<file path="config.mk">
export PLATFORM = sky130hd
export DESIGN_NAME = uart_rx_fifo
export DESIGN_NICKNAME = d
export VERILOG_FILES = /design/src/rtl/uart_rx_fifo.sv
export SDC_FILE = /design/constraint.sdc
export NUM_CORES = 1
export LEC_CHECK = 0
export CAP_MARGIN = 20
export CORE_AREA = 2 2 75 77
export CTS_CLUSTER_SIZE = 25
export DETAILED_ROUTE_END_ITERATION = 12
export DIE_AREA = 0 0 77 79
export HOLD_SLACK_MARGIN = 0.15
export PLACE_DENSITY_LB_ADDON = 0.05
export SLEW_MARGIN = 20
export SYNTH_ARGS = -nofsm -noshare
export SYNTH_HDL_FRONTEND = slang
export SYNTH_SLANG_ARGS = --single-unit
export TNS_END_PERCENT = 30
</file>
<file path="constraint.sdc">
create_clock -name clk -period 4.02 [get_ports clk]
set_input_delay 0.402 -clock clk [delete_from_list [all_inputs] [get_ports clk]]
set_output_delay 0.402 -clock clk [all_outputs]
set_load 0.1 [all_outputs]
</file>
<file path="src/rtl/uart_rx_fifo.sv">
// ---------------------------------------------------------------------------
// uart_rx_fifo
//
// Serial receive front end for the terminal command handler. Recovers 8N1
// bytes from an asynchronous RX line, reports framing and overrun errors as
// single-cycle pulses, and buffers completed bytes in a small circular FIFO
// read through a valid/ready interface.
//
// Parameters:
//   CLKS_PER_BIT  system clocks per serial bit (>= 4)
//   FIFO_ADDR_W   log2 of FIFO depth
//
// Ports:
//   clk            in   system clock
//   clr            in   synchronous active-high reset
//   rx             in   asynchronous serial line, idles high
//   data     [7:0] out  byte at FIFO head (combinational read of head entry)
//   valid          out  FIFO non-empty
//   ready          in   consumer accepts head byte
//   framing_error  out  one-cycle pulse: stop bit sampled low
//   overrun        out  one-cycle pulse: completed byte dropped, FIFO full
//   dbg_state[2:0] out  receive FSM state (0 IDLE, 1 START, 2 DATA,
//                       3 STOP, 4 BREAK)
//
// Handshake: a byte is transferred on every clock edge where valid && ready
// are both high. While valid is high and ready is low, data and valid hold
// their values; the consumer may drop ready at any time without loss.
// ---------------------------------------------------------------------------
module uart_rx_fifo #(
    parameter int CLKS_PER_BIT = 208,
    parameter int FIFO_ADDR_W  = 2
) (
    input  logic       clk,
    input  logic       clr,
    input  logic       rx,
    output logic [7:0] data,
    output logic       valid,
    input  logic       ready,
    output logic       framing_error,
    output logic       overrun,
    output logic [2:0] dbg_state
);

    localparam int CW    = $clog2(CLKS_PER_BIT);
    localparam int DEPTH = 1 << FIFO_ADDR_W;

    // Counter terminal values: a full bit period and the half period used to
    // land the first sample in the middle of the start bit.
    localparam logic [CW-1:0] LAST_FULL = CW'(CLKS_PER_BIT - 1);
    localparam logic [CW-1:0] LAST_HALF = CW'(CLKS_PER_BIT / 2 - 1);
    localparam logic [CW-1:0] CYC_ONE   = CW'(1);

    localparam logic [FIFO_ADDR_W:0]   DEPTH_C = (FIFO_ADDR_W + 1)'(DEPTH);
    localparam logic [FIFO_ADDR_W:0]   CNT_ONE = (FIFO_ADDR_W + 1)'(1);
    localparam logic [FIFO_ADDR_W-1:0] PTR_ONE = FIFO_ADDR_W'(1);

    typedef enum logic [2:0] {
        S_IDLE  = 3'd0,
        S_START = 3'd1,
        S_DATA  = 3'd2,
        S_STOP  = 3'd3,
        S_BREAK = 3'd4
    } state_t;

    // ---------------- synchroniser ----------------
    logic r_rx_meta;
    logic r_rx_s;

    // ---------------- receive FSM ----------------
    state_t        r_state;
    logic [CW-1:0] r_cyc;
    logic [2:0]    r_bit;
    logic [7:0]    r_shreg;
    logic          r_ferr;

    state_t        w_state_nx;
    logic [CW-1:0] w_cyc_nx;
    logic [2:0]    w_bit_nx;
    logic [7:0]    w_shreg_nx;
    logic          w_push;
    logic          w_stop_bad;

    // ---------------- FIFO ----------------
    logic [7:0]             r_mem [DEPTH];
    logic [FIFO_ADDR_W-1:0] r_wr_ptr;
    logic [FIFO_ADDR_W-1:0] r_rd_ptr;
    logic [FIFO_ADDR_W:0]   r_count;
    logic                   r_ovr;

    logic w_pop;
    logic w_full;
    logic w_push_ok;

    // Two-flop synchroniser; reset to the idle (high) line level so a reset
    // never looks like a start bit.
    always_ff @(posedge clk) begin
        if (clr) begin
            r_rx_meta <= 1'b1;
            r_rx_s    <= 1'b1;
        end else begin
            r_rx_meta <= rx;
            r_rx_s    <= r_rx_meta;
        end
    end

    // FSM state register and datapath registers.
    always_ff @(posedge clk) begin
        if (clr) begin
            r_state <= S_IDLE;
            r_cyc   <= '0;
            r_bit   <= '0;
            r_shreg <= '0;
            r_ferr  <= 1'b0;
        end else begin
            r_state <= w_state_nx;
            r_cyc   <= w_cyc_nx;
            r_bit   <= w_bit_nx;
            r_shreg <= w_shreg_nx;
            r_ferr  <= w_stop_bad;
        end
    end

    // Next-state logic.
    always_comb begin
        w_state_nx = r_state;
        w_cyc_nx   = r_cyc;
        w_bit_nx   = r_bit;
        w_shreg_nx = r_shreg;
        w_push     = 1'b0;
        w_stop_bad = 1'b0;

        case (r_state)
            S_IDLE: begin
                if (!r_rx_s) begin
                    w_state_nx = S_START;
                    w_cyc_nx   = '0;
                end
            end

            S_START: begin
                if (r_cyc == LAST_HALF) begin
                    w_cyc_nx = '0;
                    if (!r_rx_s) begin
                        w_state_nx = S_DATA;
                        w_bit_nx   = '0;
                    end else begin
                        // Line went back high before mid start bit: a glitch.
                        w_state_nx = S_IDLE;
                    end
                end else begin
                    w_cyc_nx = r_cyc + CYC_ONE;
                end
            end

            S_DATA: begin
                if (r_cyc == LAST_FULL) begin
                    w_cyc_nx   = '0;
                    w_shreg_nx = {r_rx_s, r_shreg[7:1]};
                    if (r_bit == 3'd7) begin
                        w_state_nx = S_STOP;
                    end else begin
                        w_bit_nx = r_bit + 3'd1;
                    end
                end else begin
                    w_cyc_nx = r_cyc + CYC_ONE;
                end
            end

            S_STOP: begin
                if (r_cyc == LAST_FULL) begin
                    w_cyc_nx = '0;
                    if (r_rx_s) begin
                        w_push     = 1'b1;
                        w_state_nx = S_IDLE;
                    end else begin
                        w_stop_bad = 1'b1;
                        w_state_nx = S_BREAK;
                    end
                end else begin
                    w_cyc_nx = r_cyc + CYC_ONE;
                end
            end

            S_BREAK: begin
                // Hold here for as long as the line stays low so a break
                // condition produces only the one framing error.
                if (r_rx_s) begin
                    w_state_nx = S_IDLE;
                end
            end

            default: begin
                w_state_nx = S_IDLE;
                w_cyc_nx   = '0;
            end
        endcase
    end

    // A push into a full FIFO still succeeds when the head leaves in the
    // same cycle, since the slot being written is freed at that edge.
    assign w_pop     = valid && ready;
    assign w_full    = (r_count == DEPTH_C);
    assign w_push_ok = w_push && (!w_full || w_pop);

    always_ff @(posedge clk) begin
        if (clr) begin
            for (int i = 0; i < DEPTH; i++) begin
                r_mem[i] <= '0;
            end
            r_wr_ptr <= '0;
            r_rd_ptr <= '0;
            r_count  <= '0;
            r_ovr    <= 1'b0;
        end else begin
            if (w_push_ok) begin
                r_mem[r_wr_ptr] <= r_shreg;
                r_wr_ptr        <= r_wr_ptr + PTR_ONE;
            end
            if (w_pop) begin
                r_rd_ptr <= r_rd_ptr + PTR_ONE;
            end
            case ({w_push_ok, w_pop})
                2'b10:   r_count <= r_count + CNT_ONE;
                2'b01:   r_count <= r_count - CNT_ONE;
                default: r_count <= r_count;
            endcase
            r_ovr <= w_push && w_full && !w_pop;
        end
    end

    assign data          = r_mem[r_rd_ptr];
    assign valid         = (r_count != '0);
    assign framing_error = r_ferr;
    assign overrun       = r_ovr;
    assign dbg_state     = r_state;

endmodule

</file>
==> results of run 1 <==
==> placed cells by master, fill, tap and decap left out, types with 3 or more instances in the layout <==
cell / count
dfxtp_1: 35
and2_1: 33
edfxtp_1: 32
nor2_1: 22
clkdlybuf4s50_1: 17
nand2_1: 12
a21oi_1: 12
mux2i_1: 10
clkbuf_8: 9
mux4_2: 8
nor3_1: 8
inv_1: 7
nand2b_1: 6
o21a_1: 5
o22ai_1: 5
mux2_1: 5
nand3_1: 4
xnor2_1: 4
nor4_2: 3
or2_2: 3
ha_1: 3
bufinv_16: 3
buf_4: 3
==> Yosys cell counts, types with 2 or more instances <==
master | instances | share of area [%]
edfxtp_1 | 32 | 31
o22ai_1 | 5 | 1.0
o21a_1 | 5 | 1.2
or2_1 | 2 | 0.40
mux2_1 | 5 | 1.8
mux2i_1 | 10 | 3.2
and2_1 | 33 | 6.7
buf_1 | 3 | 0.36
a21oi_1 | 12 | 1.9
nand4_1 | 2 | 0.40
o31a_1 | 2 | 0.57
nor2b_1 | 2 | 0.40
or2_2 | 3 | 0.61
or4b_1 | 2 | 0.65
and4b_1 | 2 | 0.65
nand4b_1 | 2 | 0.57
nand2_1 | 12 | 1.5
buf_2 | 2 | 0.32
dfxtp_1 | 35 | 23
inv_1 | 7 | 0.85
o32ai_1 | 2 | 0.57
xnor2_1 | 4 | 1.1
nor4_2 | 3 | 1.2
nor2_1 | 22 | 2.7
nor3_1 | 8 | 1.3
nand2b_1 | 6 | 1.2
or3b_4 | 2 | 0.73
clkbuf_1 | 6 | 0.73
mux4_2 | 8 | 5.8
nand3_1 | 4 | 0.65
ha_1 | 3 | 1.2
o21ai_1 | 2 | 0.32
==> how the worst max path moves through the flow <==
stage                  from          to  slack [ns]  depth (start not counted)
2_1_floorplan  dbg_state[2]  r_count[2]        1.23                          7
3_3_place_gp       register     data[4]        1.40                          2
3_5_place_dp       register     data[0]        1.37                          2
4_1_cts            register     data[0]        0.99                          2
5_1_grt            register     data[0]        0.94                          2
6_report           register     data[0]        1.04                          2
==> registers in the layout, indices dropped and copies added, names as in the netlist, 2 cells and up, named ones only <==
name       cells
r_wr_ptr       2
r_shreg        8
r_rd_ptr       2
r_count        3
r_bit          3
r_cyc          8
dbg_state      3
r_mem         32
==> through the flow <==
step                hold WS, ns  setup slack (ns)  total power [W]  instance area, µm²
floorplan                 0.389              1.23          0.00129                3100
global placement          0.399              1.40          0.00139                3330
detailed placement        0.397              1.37          0.00140                3330
CTS                       0.413             0.993          0.00205                3560
global route              0.432             0.935          0.00211                3560
finish                    0.412              1.04          0.00204                3560
==> area by class of cell <==
type	instances	area share [%]
multi-input combinational	180	38.1
clock inverter	5	2.88
inverter	7	0.738
clock buffer	11	3.69
tap	72	2.53
timing repair buffer	20	5.41
sequential	67	46.6
==> layer usage <==
layer | GRT usage (%) | vias to the layer above
li1 | - | 1011
met1 | 24.7 | 981
met2 | 34.3 | 34
met3 | 3.98 | 13
met4 | 12.1 | 0
met5 | 0 | -
==> power breakdown <==
group / total, W / switching (W) / leakage [nW] / internal (W)
registers: 0.000814 / 0.0000562 / 0.605 / 0.000757
logic: 0.000563 / 0.000383 / 0.484 / 0.000180
clock network: 0.000661 / 0.000249 / 0.114 / 0.000411
==> cell families (layout without fill, tap and decap cells) <==
| group | after synthesis | after routing | share of synthesized area, % |
|---|---|---|---|
| xor gates and xnor gates | 5 | 5 | 1.41 |
| adders and majority gates | 4 | 4 | 1.86 |
| buffers and inverters | 19 | 43 | 2.62 |
| DFF | 67 | 67 | 53.6 |
| AOI/OAI and AO/OA | 35 | 35 | 7.91 |
| muxes | 23 | 23 | 10.9 |
| and+or+nand+nor | 113 | 113 | 21.8 |
==> critical path, cell delays in order, from the launching register on <==
cell	delay, ns
dfxtp_1	0.66
mux4_2	0.58
clkdlybuf4s50_1	0.99
==> impl_metrics.tcl, run 1 <==
set metrics [dict create \
    avgViaCountPerCell 5.63 \
    critical_path.endpoint_type "output pin" \
    regArea_um2 1660 \
    post_cts_buffers 0 \
    start_kind "register" \
    reg2reg_depth 5 \
    cts_num_sinks 67 \
    io_buffers 17 \
    die_h_um 79 \
    timing.final.crit_period_ns 2.98 \
    ant_nets 0 \
    grt_pass1_wl_mm 9.56 \
    worstHoldStart "r_rx_meta" \
    peakVddDrop_mv 0.512 \
    hold_depth 1 \
    first_global_vias 2012 \
    wl_met2_mm 2.72 \
    timing.fmax_mhz 335 \
    vias 2039 \
    power_density_nw_per_um2 572 \
    drive_above_1_share_pct 12.8 \
    clkLatencyLatePin_ns 0.34 \
    hp-class "register to register" \
    async_flop_share_pct 0 \
    antenna_found_initial 0 \
    ff2ff_setup_slack_ns 1.66 \
    cts.root.buffer_cell "clkbuf_8" \
    die_x_um 77 \
    cp.required_ns 3.62 \
    synthCells 266 \
    clock_path_buffers 2 \
    ys.flop_type "dfxtp_1" \
    grt.overflow.total 0 \
    gp_congestion 0.767 \
    stdcell_count 362 \
    timing.final.crit_share_pct 74.2 \
    postCtsResizedCells 0 \
    grt_max_degree 45 \
    io-pin-count 18 \
    synth_seq_cells 67 \
    placed_cells 346 \
    cts_hold_buf 0 \
    slew_headroom_pct 34.2 \
    power_leakage_nw 1.20 \
    coreArea_um2 5340 \
    worstSetupPathType "register to output pin" \
    syn-num-nets 274 \
    m1WireLength_mm 2.46 \
    synth-edff-count 32 \
    slew_viol_final 0 \
    final-hold-violation-count 0 \
    drt_iter0_drc 87 \
    cts_tree "built" \
    hpwlAfterDp_mm 3.72 \
    antennaDiodeCount 0 \
    ys_seq_area_share_pct 53.6 \
    die_area_um2 6080 \
    initial_utilization_pct 58.1 \
    met3WireLength_um 165 \
    routedWlPerCell_um 15.2 \
    area_growth_pct 14.9 \
    status "finished clean" \
    numCtsBuffers 9 \
    grtUsageTotal_pct 20.5 \
    synth_area_per_cell_um2 11.7 \
    dr.max_layer_used "met4" \
    first_pass_iters 4 \
    multi_input_area_um2 1360 \
    nets 293 \
    fin_skew_ns 0.00738 \
    n_fill_cell 444 \
    drv_cap 0 \
    setup_viol 0 \
    arrival_ns 2.58 \
    rsz0062_at_grt "false" \
    netlist_area_um2 3100 \
    drc 0 \
    placementRows 27 \
    finalWirelength_mm 5.50 \
    rr_startpoint "r_cyc[0]" \
    r2r-end "r_bit[0]" \
    tns_ns 0 \
    h-tree-depth 3 \
    post_synth_num_cell_types 50 \
    synth.yosys.warnings 0 \
    min_to "r_rx_s" \
    tightest_slew_ns 0.983 \
    utilization_pct 66.7 \
    path_clk_slew_ns 0.07 \
    worstPathMaxFanout 8 \
]
No activity file was read; power rests on OpenSTA's default activity.
==> run 2, diff against run 1 <==
Settings changed: CORE_AREA 2 2 75 77 to 2 2 76 78, DIE_AREA 0 0 77 79 to 0 0 78 80.
Clock period 4.02 ns to 2.83 ns, I/O delays scaled along.
==> run 2 against run 1 <==
  * Combinational power up 39%
  * Sequential power up 43%
  * Total power up 36%
  * Setup slack worse by 0.63 ns
  * First-iteration DRC count down 14%
  * Via count down 3.2%
  * Utilization down 2.1 points
  * Wire length up 0.64%
  * Highest routed layer unchanged
==> impl_metrics.tcl, run 2 (synthesized netlist as in run 1, its figures left out) <==
set metrics [dict create \
    hpwlAfterDp_mm 3.87 \
    critical_path.endpoint_type "register" \
    top_register "r_mem" \
    final_common_cell "dfxtp_1" \
    utilization_pct 64.7 \
    path_buf_inv 0 \
    power_leakage_nw 1.20 \
    first_global_vias 1895 \
    m1WireLength_mm 2.56 \
    power_frac_clock_pct 29.7 \
    die_x_um 78 \
    post_cts_buffers 0 \
    die_area_um2 6240 \
    placementRows 27 \
    vias 1973 \
    dr.max_layer_used "met4" \
    fin_skew_ns 0.00693 \
    final-hold-violation-count 0 \
    drc 0 \
    nets 292 \
    slew_viol_final 0 \
    placed_cells 345 \
    worstPathMaxFanout 9 \
    intPower_w 0.00179 \
    power_density_nw_per_um2 791 \
    tightest_slew_ns 0.691 \
    hp-class "register to register" \
    cts_num_sinks 67 \
    switching_power_w 0.000976 \
    initial_utilization_pct 57.4 \
    area_growth_pct 12.7 \
    wl_met2_mm 2.75 \
    finalWirelength_mm 5.53 \
    pwr-share-seq_pct 41.9 \
    grt.overflow.total 0 \
    io-pin-count 18 \
    met3WireLength_um 158 \
    io_buffers 17 \
    rsz0062_at_grt "false" \
    clock_path_buffers 2 \
    first_pass_iters 4 \
    largest_reg_flops 32 \
    worstSetupPathType "register to register" \
    arrival_ns 2.42 \
    cp.required_ns 2.83 \
    gp_congestion 0.803 \
    coreArea_um2 5410 \
    start_kind "register" \
    grtUsageTotal_pct 19.8 \
    crit_slowest_cell "nor4_2" \
    peakVddDrop_mv 0.750 \
    drv_cap 0 \
    status "finished clean" \
    grt_pass1_wl_mm 9.39 \
    grt_max_degree 47 \
    numCtsBuffers 9 \
    timing.final.crit_period_ns 2.42 \
    top_regs "r_mem x32, r_cyc x8, r_shreg x8" \
    timing.fmax_mhz 413 \
    avgViaCountPerCell 5.47 \
    final_cell_mix "dfxtp_1 (35), and2_1 (33), edfxtp_1 (32)" \
    slew_headroom_pct 53.9 \
    timing.final.crit_share_pct 85.6 \
    power_switching_share_pct 35.3 \
    tns_ns 0 \
    crit_chain "ha_1, and4b_1, nand4_2, nor4_2, or2_1" \
    comb_power_share_pct 28.4 \
    die_h_um 80 \
    routedWlPerCell_um 15.3 \
    drt_iter0_drc 75 \
    h-tree-depth 3 \
    cts_hold_buf 0 \
    max_stage_delay_ns 0.50 \
    cts_tree "built" \
    crit_family "simple AND/OR/NAND/NOR gates" \
    antennaDiodeCount 0 \
    setup_viol 0 \
    postCtsResizedCells 0 \
    ant_nets 0 \
    drive_above_1_share_pct 17.3 \
    antenna_found_initial 0 \
    clkLatencyLatePin_ns 0.33 \
    stdcell_count 361 \
    path_clk_slew_ns 0.07 \
    cts.root.buffer_cell "clkbuf_8" \
]
run 2: cell count changes in the layout (fill, tap and decap cells not counted), sizes merged:
cell           previous run  this run
buf                       3        16
bufinv                    3         1
clkbuf                   11        13
clkdlybuf4s50            17         3
clkinv                    1         0
clkinvlp                  1         2
run 2: area by class of cell:
| cell class | instances | area, µm² |
|---|---|---|
| clock buffers | 13 | 164 |
| multi-input cells | 180 | 1360 |
| fillers | 458 | 1910 |
| clock inverters | 3 | 45.0 |
| flip-flops and latches | 67 | 1660 |
| inverters | 7 | 26.3 |
| well taps | 72 | 90.1 |
| repair buffers | 19 | 150 |
run 2: power groups by stage:
stage | clock, W | sequential (W) | combinational, W
5_1_grt | 0.000871 | 0.00117 | 0.000831
6_report | 0.000820 | 0.00116 | 0.000785
3_3_place_gp | 0 | 0.00118 | 0.000783
2_1_floorplan | 0 | 0.00119 | 0.000647
4_1_cts | 0.000831 | 0.00116 | 0.000790
3_5_place_dp | 0 | 0.00118 | 0.000789
run 2: path summary, 6_finish.rpt:
check	from	end	slack, ns	depth (start not counted)
worst max register to register	r_cyc[0]	r_mem[0][3]	0.41	5
worst max-delay path	r_cyc[0]	r_mem[0][3]	0.41	5
worst min-delay path	r_rx_meta	r_rx_s	0.42	1
worst min register to register	r_rx_meta	r_rx_s	0.42	1
run 2: per-layer routing:
layer,track usage (%),vias up
li1,-,996
met2,32.4,31
met3,4.52,6
met4,7.89,0
met1,25.7,940
met5,0,-
run 2: per-stage QoR:
step | cell area, µm² | hold WS [ns] | total power, W | setup WS (ns)
after floorplan | 3100 | 0.387 | 0.00184 | 0.0369
after global placement | 3290 | 0.406 | 0.00196 | 0.514
after detailed placement | 3290 | 0.404 | 0.00197 | 0.408
after CTS | 3490 | 0.423 | 0.00278 | 0.402
after global routing | 3490 | 0.446 | 0.00287 | 0.144
final | 3490 | 0.424 | 0.00276 | 0.407
